--- config.mk ---
export PLATFORM = sky130hd
export DESIGN_NAME = rr_req_frontend_flat
export DESIGN_NICKNAME = d
export VERILOG_FILES = /design/src/rtl/rr_req_pkg.sv /design/src/rtl/rr_req_frontend_if.sv /design/src/rtl/rr_req_fifo.sv /design/src/rtl/rr_req_frontend.sv /design/src/flat_wrapper.sv
export SDC_FILE = /design/constraint.sdc
export NUM_CORES = 1
export LEC_CHECK = 0
export ABC_AREA = 0
export ABC_CLOCK_PERIOD_IN_PS = 4100
export BUFFER_PORTS_ARGS = -buffer_cell sky130_fd_sc_hd__buf_2
export CORE_MARGIN = 3
export CORE_UTILIZATION = 49
export CTS_BUF_LIST = sky130_fd_sc_hd__clkbuf_8
export CTS_CLUSTER_SIZE = 16
export DETAILED_ROUTE_END_ITERATION = 8
export HOLD_SLACK_MARGIN = 0.15
export PLACE_DENSITY = 0.72
export SYNTH_ARGS = -nofsm -noshare
export SYNTH_HDL_FRONTEND = slang
export SYNTH_HIERARCHICAL = 1
export SYNTH_SLANG_ARGS = --single-unit
--- constraint.sdc ---
create_clock -name clk -period 4.1 [get_ports clk]
set_clock_uncertainty 0.1 [all_clocks]
set_input_delay 0.82 -clock clk [delete_from_list [all_inputs] [get_ports clk]]
set_output_delay 0.82 -clock clk [all_outputs]
set_load 0.02 [all_outputs]
--- src/rtl/rr_req_pkg.sv ---
// rtl/rr_req_pkg.sv - shared types and grant-decode helpers for the rr request frontend
//
// Contents:
//   N_REQ          number of requesting sources (4)
//   req_idx_t      source index type
//   req_vec_t      one bit per source (req / gnt / in_valid vectors)
//   onehot_to_idx  map a grant vector to a source index; rev=1 means bit 3-i grants source i
//   is_onehot      true when exactly one bit of the vector is set
package rr_req_pkg;

    localparam int N_REQ = 4;

    typedef logic [1:0] req_idx_t;
    typedef logic [3:0] req_vec_t;

    // Only meaningful for a one-hot input; callers qualify with is_onehot().
    function automatic req_idx_t onehot_to_idx(req_vec_t v, bit rev);
        req_idx_t idx;
        idx = '0;
        for (int i = 0; i < N_REQ; i++) begin
            if (v[i]) begin
                idx = rev ? req_idx_t'(N_REQ - 1 - i) : req_idx_t'(i);
            end
        end
        return idx;
    endfunction

    function automatic logic is_onehot(req_vec_t v);
        return $onehot(v);
    endfunction

endpackage

--- src/rtl/rr_req_frontend_if.sv ---
// rtl/rr_req_frontend_if.sv - source, arbiter and output stream signals of the rr request frontend
//
// Signals:
//   in_valid/in_ready/in_data  per-source write channels (source i at in_data[i*DATA_W +: DATA_W])
//   req/gnt                    request to and one-hot grant from the round-robin arbiter
//   out_valid/out_ready        registered output stream handshake
//   out_data/out_src           forwarded payload and its source index
//   gnt_err                    sticky malformed-grant flag
// Modports:
//   slave   the frontend itself
//   master  the environment around it (sources, arbiter, downstream sink)
interface rr_req_frontend_if #(
    parameter int DATA_W = 8
);
    import rr_req_pkg::*;

    req_vec_t                  in_valid;
    req_vec_t                  in_ready;
    logic [N_REQ*DATA_W-1:0]   in_data;
    req_vec_t                  req;
    req_vec_t                  gnt;
    logic                      out_valid;
    logic                      out_ready;
    logic [DATA_W-1:0]         out_data;
    req_idx_t                  out_src;
    logic                      gnt_err;

    modport slave (
        input  in_valid, in_data, gnt, out_ready,
        output in_ready, req, out_valid, out_data, out_src, gnt_err
    );

    modport master (
        output in_valid, in_data, gnt, out_ready,
        input  in_ready, req, out_valid, out_data, out_src, gnt_err
    );

endinterface

--- src/rtl/rr_req_fifo.sv ---
// rtl/rr_req_fifo.sv - single-channel synchronous FIFO feeding one arbiter request line
//
// Parameters: DATA_W payload width, DEPTH entries (power of 2, >= 2).
// Ports:
//   clk, rst       clock, asynchronous active-high reset
//   push, wr_data  write strobe and payload; ignored while full
//   pop            remove head entry; ignored while empty
//   head           current head entry
//   full, empty    registered occupancy flags
module rr_req_fifo #(
    parameter int DATA_W = 8,
    parameter int DEPTH  = 4
) (
    input  logic              clk,
    input  logic              rst,
    input  logic              push,
    input  logic [DATA_W-1:0] wr_data,
    input  logic              pop,
    output logic [DATA_W-1:0] head,
    output logic              full,
    output logic              empty
);

    localparam int PTR_W = $clog2(DEPTH);
    localparam int CNT_W = PTR_W + 1;

    logic [PTR_W-1:0]  wr_ptr_q, wr_ptr_d;
    logic [PTR_W-1:0]  rd_ptr_q, rd_ptr_d;
    logic [CNT_W-1:0]  cnt_q, cnt_d;
    logic [DATA_W-1:0] mem_q [DEPTH];
    logic [DATA_W-1:0] mem_d [DEPTH];

    logic do_push;
    logic do_pop;

    assign full  = (cnt_q == CNT_W'(DEPTH));
    assign empty = (cnt_q == '0);
    assign head  = mem_q[rd_ptr_q];

    always_comb begin
        do_push  = push && !full;
        do_pop   = pop && !empty;
        mem_d    = mem_q;
        wr_ptr_d = wr_ptr_q;
        rd_ptr_d = rd_ptr_q;
        cnt_d    = cnt_q;
        if (do_push) begin
            mem_d[wr_ptr_q] = wr_data;
            // DEPTH is a power of 2, so pointer overflow is the modulo wrap.
            wr_ptr_d = wr_ptr_q + PTR_W'(1);
        end
        if (do_pop) begin
            rd_ptr_d = rd_ptr_q + PTR_W'(1);
        end
        case ({do_push, do_pop})
            2'b10:   cnt_d = cnt_q + CNT_W'(1);
            2'b01:   cnt_d = cnt_q - CNT_W'(1);
            default: cnt_d = cnt_q;
        endcase
    end

    always_ff @(posedge clk or posedge rst) begin
        if (rst) begin
            wr_ptr_q <= '0;
            rd_ptr_q <= '0;
            cnt_q    <= '0;
            for (int i = 0; i < DEPTH; i++) begin
                mem_q[i] <= '0;
            end
        end else begin
            wr_ptr_q <= wr_ptr_d;
            rd_ptr_q <= rd_ptr_d;
            cnt_q    <= cnt_d;
            mem_q    <= mem_d;
        end
    end

endmodule

--- src/rtl/rr_req_frontend.sv ---
// rtl/rr_req_frontend.sv - four-source requester frontend for a 4-way round-robin grant FSM
//
// Parameters: DATA_W payload width, DEPTH per-source FIFO depth,
//             GNT_REV grant bit order (1: gnt[3-i] grants source i, 0: gnt[i] grants source i).
// Optional:   RR_REQ_GNT_CHECK_EN builds the sticky gnt_err checker; otherwise gnt_err is 0.
// Ports:
//   clk, rst  clock, asynchronous active-high reset
//   bus       rr_req_frontend_if.slave: per-source write channels, req/gnt to the arbiter,
//             registered out_valid/out_ready stream with out_data/out_src, gnt_err
module rr_req_frontend
    import rr_req_pkg::*;
#(
    parameter int DATA_W  = 8,
    parameter int DEPTH   = 4,
    parameter int GNT_REV = 1
) (
    input  logic              clk,
    input  logic              rst,
    rr_req_frontend_if.slave  bus
);

    req_vec_t          full;
    req_vec_t          empty;
    req_vec_t          push;
    req_vec_t          pop;
    req_vec_t          req_vec;
    logic [DATA_W-1:0] head [N_REQ];

    req_idx_t          gnt_idx;
    logic              gnt_ok;
    logic              fire;

    logic              out_valid_q, out_valid_d;
    logic [DATA_W-1:0] out_data_q,  out_data_d;
    req_idx_t          out_src_q,   out_src_d;

    for (genvar i = 0; i < N_REQ; i++) begin : g_fifo
        rr_req_fifo #(
            .DATA_W (DATA_W),
            .DEPTH  (DEPTH)
        ) u_fifo (
            .clk     (clk),
            .rst     (rst),
            .push    (push[i]),
            .wr_data (bus.in_data[i*DATA_W +: DATA_W]),
            .pop     (pop[i]),
            .head    (head[i]),
            .full    (full[i]),
            .empty   (empty[i])
        );
    end

    // Both come straight from registered FIFO flags: no in_valid -> req path,
    // and a push into an empty FIFO only becomes grantable the next cycle.
    assign req_vec      = ~empty;
    assign bus.req      = req_vec;
    assign bus.in_ready = ~full;

    always_comb begin
        gnt_idx = onehot_to_idx(bus.gnt, GNT_REV != 0);
        gnt_ok  = is_onehot(bus.gnt);
        // A grant during a stall or to an empty source is simply dropped;
        // the arbiter re-grants later because req stays up.
        fire    = gnt_ok && !empty[gnt_idx] && (!out_valid_q || bus.out_ready);

        push = bus.in_valid & ~full;
        pop  = '0;
        if (fire) begin
            pop[gnt_idx] = 1'b1;
        end

        out_valid_d = out_valid_q;
        out_data_d  = out_data_q;
        out_src_d   = out_src_q;
        if (fire) begin
            out_valid_d = 1'b1;
            out_data_d  = head[gnt_idx];
            out_src_d   = gnt_idx;
        end else if (bus.out_ready) begin
            out_valid_d = 1'b0;
        end
    end

    always_ff @(posedge clk or posedge rst) begin
        if (rst) begin
            out_valid_q <= 1'b0;
            out_data_q  <= '0;
            out_src_q   <= '0;
        end else begin
            out_valid_q <= out_valid_d;
            out_data_q  <= out_data_d;
            out_src_q   <= out_src_d;
        end
    end

    assign bus.out_valid = out_valid_q;
    assign bus.out_data  = out_data_q;
    assign bus.out_src   = out_src_q;

`ifdef RR_REQ_GNT_CHECK_EN
    logic gnt_err_q, gnt_err_d;

    // Flags any cycle with outstanding requests where the grant is not one-hot
    // or points at a source that is not requesting.
    always_comb begin
        gnt_err_d = gnt_err_q;
        if ((req_vec != '0) && (!gnt_ok || !req_vec[gnt_idx])) begin
            gnt_err_d = 1'b1;
        end
    end

    always_ff @(posedge clk or posedge rst) begin
        if (rst) begin
            gnt_err_q <= 1'b0;
        end else begin
            gnt_err_q <= gnt_err_d;
        end
    end

    assign bus.gnt_err = gnt_err_q;
`else
    assign bus.gnt_err = 1'b0;
`endif

endmodule

--- src/flat_wrapper.sv ---
// flat-port wrapper written by rule: the top's interface ports become plain ports
module rr_req_frontend_flat import rr_req_pkg::*;
#(
    parameter int DATA_W  = 8,
    parameter int DEPTH   = 4,
    parameter int GNT_REV = 1
)
  (clk, rst, bus_in_valid, bus_in_data, bus_gnt, bus_out_ready, bus_in_ready, bus_req, bus_out_valid, bus_out_data, bus_out_src, bus_gnt_err);
  rr_req_frontend_if #(.DATA_W(DATA_W)) bus_i ();
  input  logic clk;
  input  logic rst;
  input wire logic [$bits(bus_i.in_valid)-1:0] bus_in_valid;
  input wire logic [$bits(bus_i.in_data)-1:0] bus_in_data;
  input wire logic [$bits(bus_i.gnt)-1:0] bus_gnt;
  input wire logic [$bits(bus_i.out_ready)-1:0] bus_out_ready;
  output wire logic [$bits(bus_i.in_ready)-1:0] bus_in_ready;
  output wire logic [$bits(bus_i.req)-1:0] bus_req;
  output wire logic [$bits(bus_i.out_valid)-1:0] bus_out_valid;
  output wire logic [$bits(bus_i.out_data)-1:0] bus_out_data;
  output wire logic [$bits(bus_i.out_src)-1:0] bus_out_src;
  output wire logic [$bits(bus_i.gnt_err)-1:0] bus_gnt_err;
  assign bus_i.in_valid = bus_in_valid;
  assign bus_i.in_data = bus_in_data;
  assign bus_i.gnt = bus_gnt;
  assign bus_i.out_ready = bus_out_ready;
  assign bus_in_ready = bus_i.in_ready;
  assign bus_req = bus_i.req;
  assign bus_out_valid = bus_i.out_valid;
  assign bus_out_data = bus_i.out_data;
  assign bus_out_src = bus_i.out_src;
  assign bus_gnt_err = bus_i.gnt_err;
  rr_req_frontend #(.DATA_W(DATA_W), .DEPTH(DEPTH), .GNT_REV(GNT_REV)) u_core (.clk(clk), .rst(rst), .bus(bus_i));
endmodule
Yosys cells after proc, flatten, opt, wreduce, memory -nomap -nowiden:

Cells that the tools add are included.
Widths: inputs -> output; s select.

* flip-flop bits (word level): 167
* bits in latches: 0
* RAM bits: 0
* memory bits (read-only): 0
* output and inout bits: 20
* word-level logic and storage cells: 167
* memories kept: 0

* add/sub/neg operators: 19
* $mul: 0
* divide/modulo/power cells: 0
* magnitude comparators: 15
* eq/ne operators: 13
* shifts and indexed selects: 0
* multiplexer cells: 42
* bitwise operators: 12
* reductions and logical operators: 35

Operators by type and width (count)
* $bwmux 32: 4
* $mux 8: 14
* $bmux 8 s2: 5
* $demux 8 s2: 4
* $ge 3x3->1 const B: 9
* $not 2->3: 9
* $pmux 3 s2: 4
* $add 2x1->2 const B: 8
* $logic_and 1x1->1: 15
* $add 3x1->3 const B: 4
* $eq 3x3->1 const B: 4
* $logic_not 3->1: 4
* $lt 3x1->1 const B: 4
* $sub 3x1->3 const B: 4
* $logic_not 1->1: 10
* $reduce_bool 2->1: 5
* $eq 2x1->1 const B: 4
* $eq 2x2->1 const B: 4
* $mux 2: 4
* $not 4->4: 2
* $add 1x1->2: 2
* $and 4x4->4: 1
* $mux 1: 4
* $mux 4: 1
* other kinds (7): 7

Longest topological paths before layout:

* depth in word-level cells: 13
* depth in mapped cells: 18

By module:

Netlist, hierarchy kept.

By module, submodules not included
* rr_req_fifo: instances 4, cells an instance 115, area an instance 1788.0 um^2, sequential area each 975.9 um^2
* rr_req_frontend: instances 1, cells an instance 117, area an instance 1059.8 um^2, sequential area each 275.3 um^2

Worst setup path before layout:

No wires, ideal clock.

* path type: input port to flip-flop
* start: input bus_gnt[3]
* end: register u_core.g_fifo[2].u_fifo.cnt_q[2]
* setup time: 0.079 ns
* arrival: 4.463 ns
* required time: 3.921 ns
* path slack: -0.542 ns
* cell stages on the path: 18
* path buffers: 3
* cell sequence: clkbuf_1 -> buf_1 -> inv_1 -> fa_1 -> inv_1 -> ha_1 -> ha_1 -> a2111oi_4 -> nand4_4 -> buf_6 -> nor3b_1 -> o31a_2 -> ha_1 -> inv_1 -> fa_1 -> xor2_1 -> nor2_1 -> xor2_1

* longest elaborated chain between the ends: 10
* elaborated cells between the ends (all ways): 20

RTL lines
* start, declared: RTL line flat_wrapper.sv:14 `input wire logic [$bits(bus_i.gnt)-1:0] bus_gnt;`
* parallel branches: the longest is 6 deep, another holds $add 3x3->3
* $mux 4 (*): RTL line rr_req_frontend.sv:68 `if (fire) begin`
* net u_core.pop[2]: RTL line rr_req_frontend.sv:25 `req_vec_t pop;`
* $logic_and 1x1->1 (*): RTL line rr_req_fifo.sv:42 `do_pop = pop && !empty;`
* net u_core.g_fifo[2].u_fifo.do_pop: RTL line rr_req_fifo.sv:34 `logic do_pop;`
* $eq 2x1->1 / $eq 2x2->1 (equally long branches): RTL line rr_req_fifo.sv:55 `case ({do_push, do_pop})`
* $pmux 3 s2 / $reduce_bool 2->1 (equally long branches)
* end signal, assigned: RTL line rr_req_fifo.sv:73 `cnt_q <= cnt_d;`
* end, declared: RTL line rr_req_fifo.sv:29 `logic [CNT_W-1:0] cnt_q, cnt_d;`

Mark *: on every way through the listed nets, which the timed path passes. The select of a mux whose other input is x is not followed.
A chain may end at the register's enable or synchronous reset.

Worst setup path after layout:

* start: input bus_gnt[0]
* end: register u_core.g_fifo[2].u_fifo.cnt_q[2]

* longest elaborated chain between the ends: 13
* elaborated cells between the ends (all ways): 23

RTL lines (RTL line)
* parallel branches: the longest is 9 deep, another holds $lt 2x3->1
* $mux 4 (*): rr_req_frontend.sv:68
* net u_core.pop[2]: rr_req_frontend.sv:25
* $logic_and 1x1->1 (*): rr_req_fifo.sv:42
* net u_core.g_fifo[2].u_fifo.do_pop: rr_req_fifo.sv:34
* $eq 2x1->1 / $eq 2x2->1 (equally long branches): rr_req_fifo.sv:55
* $pmux 3 s2 / $reduce_bool 2->1 (equally long branches)

Marked as above.

==> impl_results.md <==
* Status: finished, final reports clean
* RSZ-0062 raised after global routing: no
* Async SR Flop Fraction at 100%
* Multi-input gate area at 0.00387 sq mm
* Port Buffers at 61
* Post-CTS setup buffers at 0
* Vias per cell at 5.53
* Fill cells at 1307
* Main flop type after synthesis: dfrtp_1
* Seq/Total Area, Yosys at 50.9%
* First-pass GRT wire length at 27900 um
* Core area at 0.0161 sq mm
* GRT Total Usage at 19.8%
* Die width at 135 um
* Mean Syn Cell Area at 14.2 sq um
* Fmax at 275 MHz
* Pwr dens at 783 mW/mm^2
* #FFs+latches synth at 167
* Post-Place Setup Slack at -0.0133 ns
* Synth unique cells at 42
* MaxCap Viol Count at 0
* CTS resizes at 0
* Post-synthesis mux area share at 29.0%
* Setup ws final at 0.470 ns
* Required @ worst endpoint at 4.39 ns
* Area after DPL at 0.00885 sq mm
* Area Overhead vs Synth at 12.9%
* Chip height at 135 um
* Setup crit start kind: input port
* Number of global-route vias before repair at 5154
* CTS HTree Levels at 4
* Synth Area in Simple Gates at 6.72%
* WS Path Type: in2reg
* Top-area cell type share of the netlist area at 50.9%
* First-pass DRT Iterations at 5
* Synth cell count leaders: dfrtp_1, mux2_2, inv_1
* # setup viols final at 0
* Hold Violations, Final at 0
* Post-route DRC at 0
* Clock buffer depth at 2
* Final nets at 723
* EDFF count, synth at 0
* Worst relative slew slack at 22.9%
* Post-Synth Adder-Cell Area at 4.88%
* Post-DP HPWL at 12400 um
* Placer Congestion at 0.774
* Peak supply drop at 0.366 mV
* Total gr overflow at 0
* Layout cell share with drive strength beyond 1 at 48.0%
* Initial DRC count at 262
* Starting density of the core at 51.0%
* Final Power at 7.26 mW
* Cell with the most instances after synthesis: dfrtp_1
* Average wire per standard cell at 19.2 um
* Final instance area at 0.00927 sq mm
* CP arrival at 3.92 ns
* Syn nets at 649
* Number of antenna diodes at 0
* YS warnings at 6
* Largest net degree at the start of global routing at 40
* Total CTS buffers at 17
* Root Buffer: clkbuf_8
* TritonCTS clock tree: yes
* Largest family of logic cells by synthesized area: multiplexers
* Leakage at 4.01 nW
* Slew @ Worst Pin at 1.16 ns
* Cell taking the most area after synthesis: dfrtp_1
* Post-synthesis xor/xnor area fraction at 2.56%
* Tcrit/Tclk final at 88.5%
* Via count at 4860
* Max Slew Vio Count at 0
* Register area at 0.00418 sq mm
* Final wirelength at 16900 um
* CP Max Fanout at 6
* HP Class: in2async
* Std-Cell Rows at 46
* Clock sink total at 167
* Critical Path End Type: flop
* DRT antenna net count at 0
* CTS Hold Bufs at 0
* Worst-Skew Late Latency at 0.47 ns
* I/O Pins at 63
* Main area contributors after synthesis: dfrtp_1, mux2_2, mux4_2, ha_1, inv_1
* Synth Area in Compound Gates at 3.15%
* Cells after Synth at 577
* Die ar. at 0.0183 sq mm
* Antenna violations before repair at 0
* Mapped cell area at 0.00821 sq mm
* CTS clk-pin slew, worst paths at 0.08 ns
* Clock period minus worst slack at 3.63 ns
* Final hold slack at 0.312 ns
## sequential cells by signal, summed over array words and instances, names as in the netlist
register,flops
u_core/g_fifo.u_fifo/mem_q,128
u_core/g_fifo.u_fifo/cnt_q,12
u_core/bus.out_data,8
u_core/g_fifo.u_fifo/rd_ptr_q,8
u_core/g_fifo.u_fifo/wr_ptr_q,8
u_core/bus.out_src,2
u_core/bus.out_valid,1
## metrics by stage
stage          util (%)  std cells  setup TNS [ns]
6_report           57.5        879               0
5_1_grt            57.5        879               0
2_1_floorplan         -        577               0
3_3_place_gp       54.9        848               0
4_1_cts            57.5        879               0
3_5_place_dp       54.9        848         -0.0133
## cell families (layout without fill, tap and decap cells)
kind of cell | after synthesis | in the layout
simple gates | 93 | 93
xor+xnor | 24 | 24
mux | 178 | 178
fa+ha+maj | 29 | 29
flops | 167 | 167
buf+inv | 55 | 141
compound gates | 30 | 30
other cells | 1 | 1
## worst max-delay path, stage by stage
cell	delay, ns
buf_2	0.09
inv_1	0.06
fa_1	0.54
inv_1	0.07
ha_4	0.26
inv_2	0.04
a2111oi_4	0.39
nand4_4	0.21
nor3b_2	0.20
o31a_2	0.21
ha_4	0.15
inv_1	0.05
fa_2	0.36
xor2_1	0.15
nor2_1	0.15
xor2_1	0.17
## metal layers
layer	part of all wire, %	wire [um]	global-route usage [%]
met5	0	0	0
met4	2.6	436	8.45
met3	4.6	771	4.31
met2	49	8210	31.7
met1	44	7470	26.4
## placed cells by master, fill, tap and decap left out, types with 2 or more instances in the layout
master / synthesis / layout
clkbuf_8: 0 / 22
nor2_1: 8 / 8
nor3b_1: 3 / 2
nor3_1: 7 / 6
inv_1: 39 / 38
nand2_1: 31 / 31
or4bb_1: 3 / 3
o21ai_0: 2 / 2
xnor2_1: 12 / 12
buf_2: 6 / 61
or2b_2: 4 / 4
xor2_1: 12 / 12
ha_4: 0 / 4
nor3b_2: 4 / 5
fa_2: 0 / 2
nor2_2: 16 / 16
a221o_1: 4 / 4
o221ai_1: 4 / 4
o31a_2: 4 / 4
clkinv_2: 0 / 4
dfrtp_1: 167 / 167
mux2_4: 6 / 6
mux4_2: 32 / 32
nand3_1: 5 / 5
a31oi_1: 4 / 4
inv_2: 0 / 2
fa_1: 5 / 3
mux2_2: 136 / 136
a22oi_1: 8 / 8
mux2i_1: 4 / 4
nor2b_1: 6 / 6
buf_4: 1 / 10
ha_1: 24 / 20
bufinv_16: 0 / 3
## area by class of cell
class / instances / area share [%]
inverters: 39 / 1.58
flip-flops and latches: 167 / 45.1
multi-input cells: 355 / 41.8
clock buffers: 22 / 3.26
clock inverters: 9 / 1.32
well taps: 216 / 2.91
repair buffers: 71 / 4.10
## where the power goes
part / internal [mW] / switching [mW] / leakage, nW
Combinational: 1.66 / 1.21 / 1.80
Sequential: 2.49 / 0.660 / 1.99
Clock: 0.675 / 0.564 / 0.226
Total: 4.83 / 2.44 / 4.01
## path summary, 6_finish.rpt
check                           depth (start not counted)                              from                                to  slack, ns
worst max-delay path                                   16                        bus_gnt[0]  u_core/g_fifo[2].u_fifo/cnt_q[2]       0.47
worst min-delay path                                    2                               rst            u_core/bus.out_data[6]       0.31
worst max register to register                         12  u_core/g_fifo[3].u_fifo/cnt_q[0]  u_core/g_fifo[2].u_fifo/cnt_q[2]       0.97
worst min register to register                          1  u_core/g_fifo[3].u_fifo/mem_q[5]  u_core/g_fifo[3].u_fifo/mem_q[5]       0.41
max in group asynchronous                               3                               rst  u_core/g_fifo[0].u_fifo/cnt_q[2]       2.52
min in group clk                                        1  u_core/g_fifo[3].u_fifo/mem_q[5]  u_core/g_fifo[3].u_fifo/mem_q[5]       0.41
Note: power is estimated with default switching activity, not from simulation.
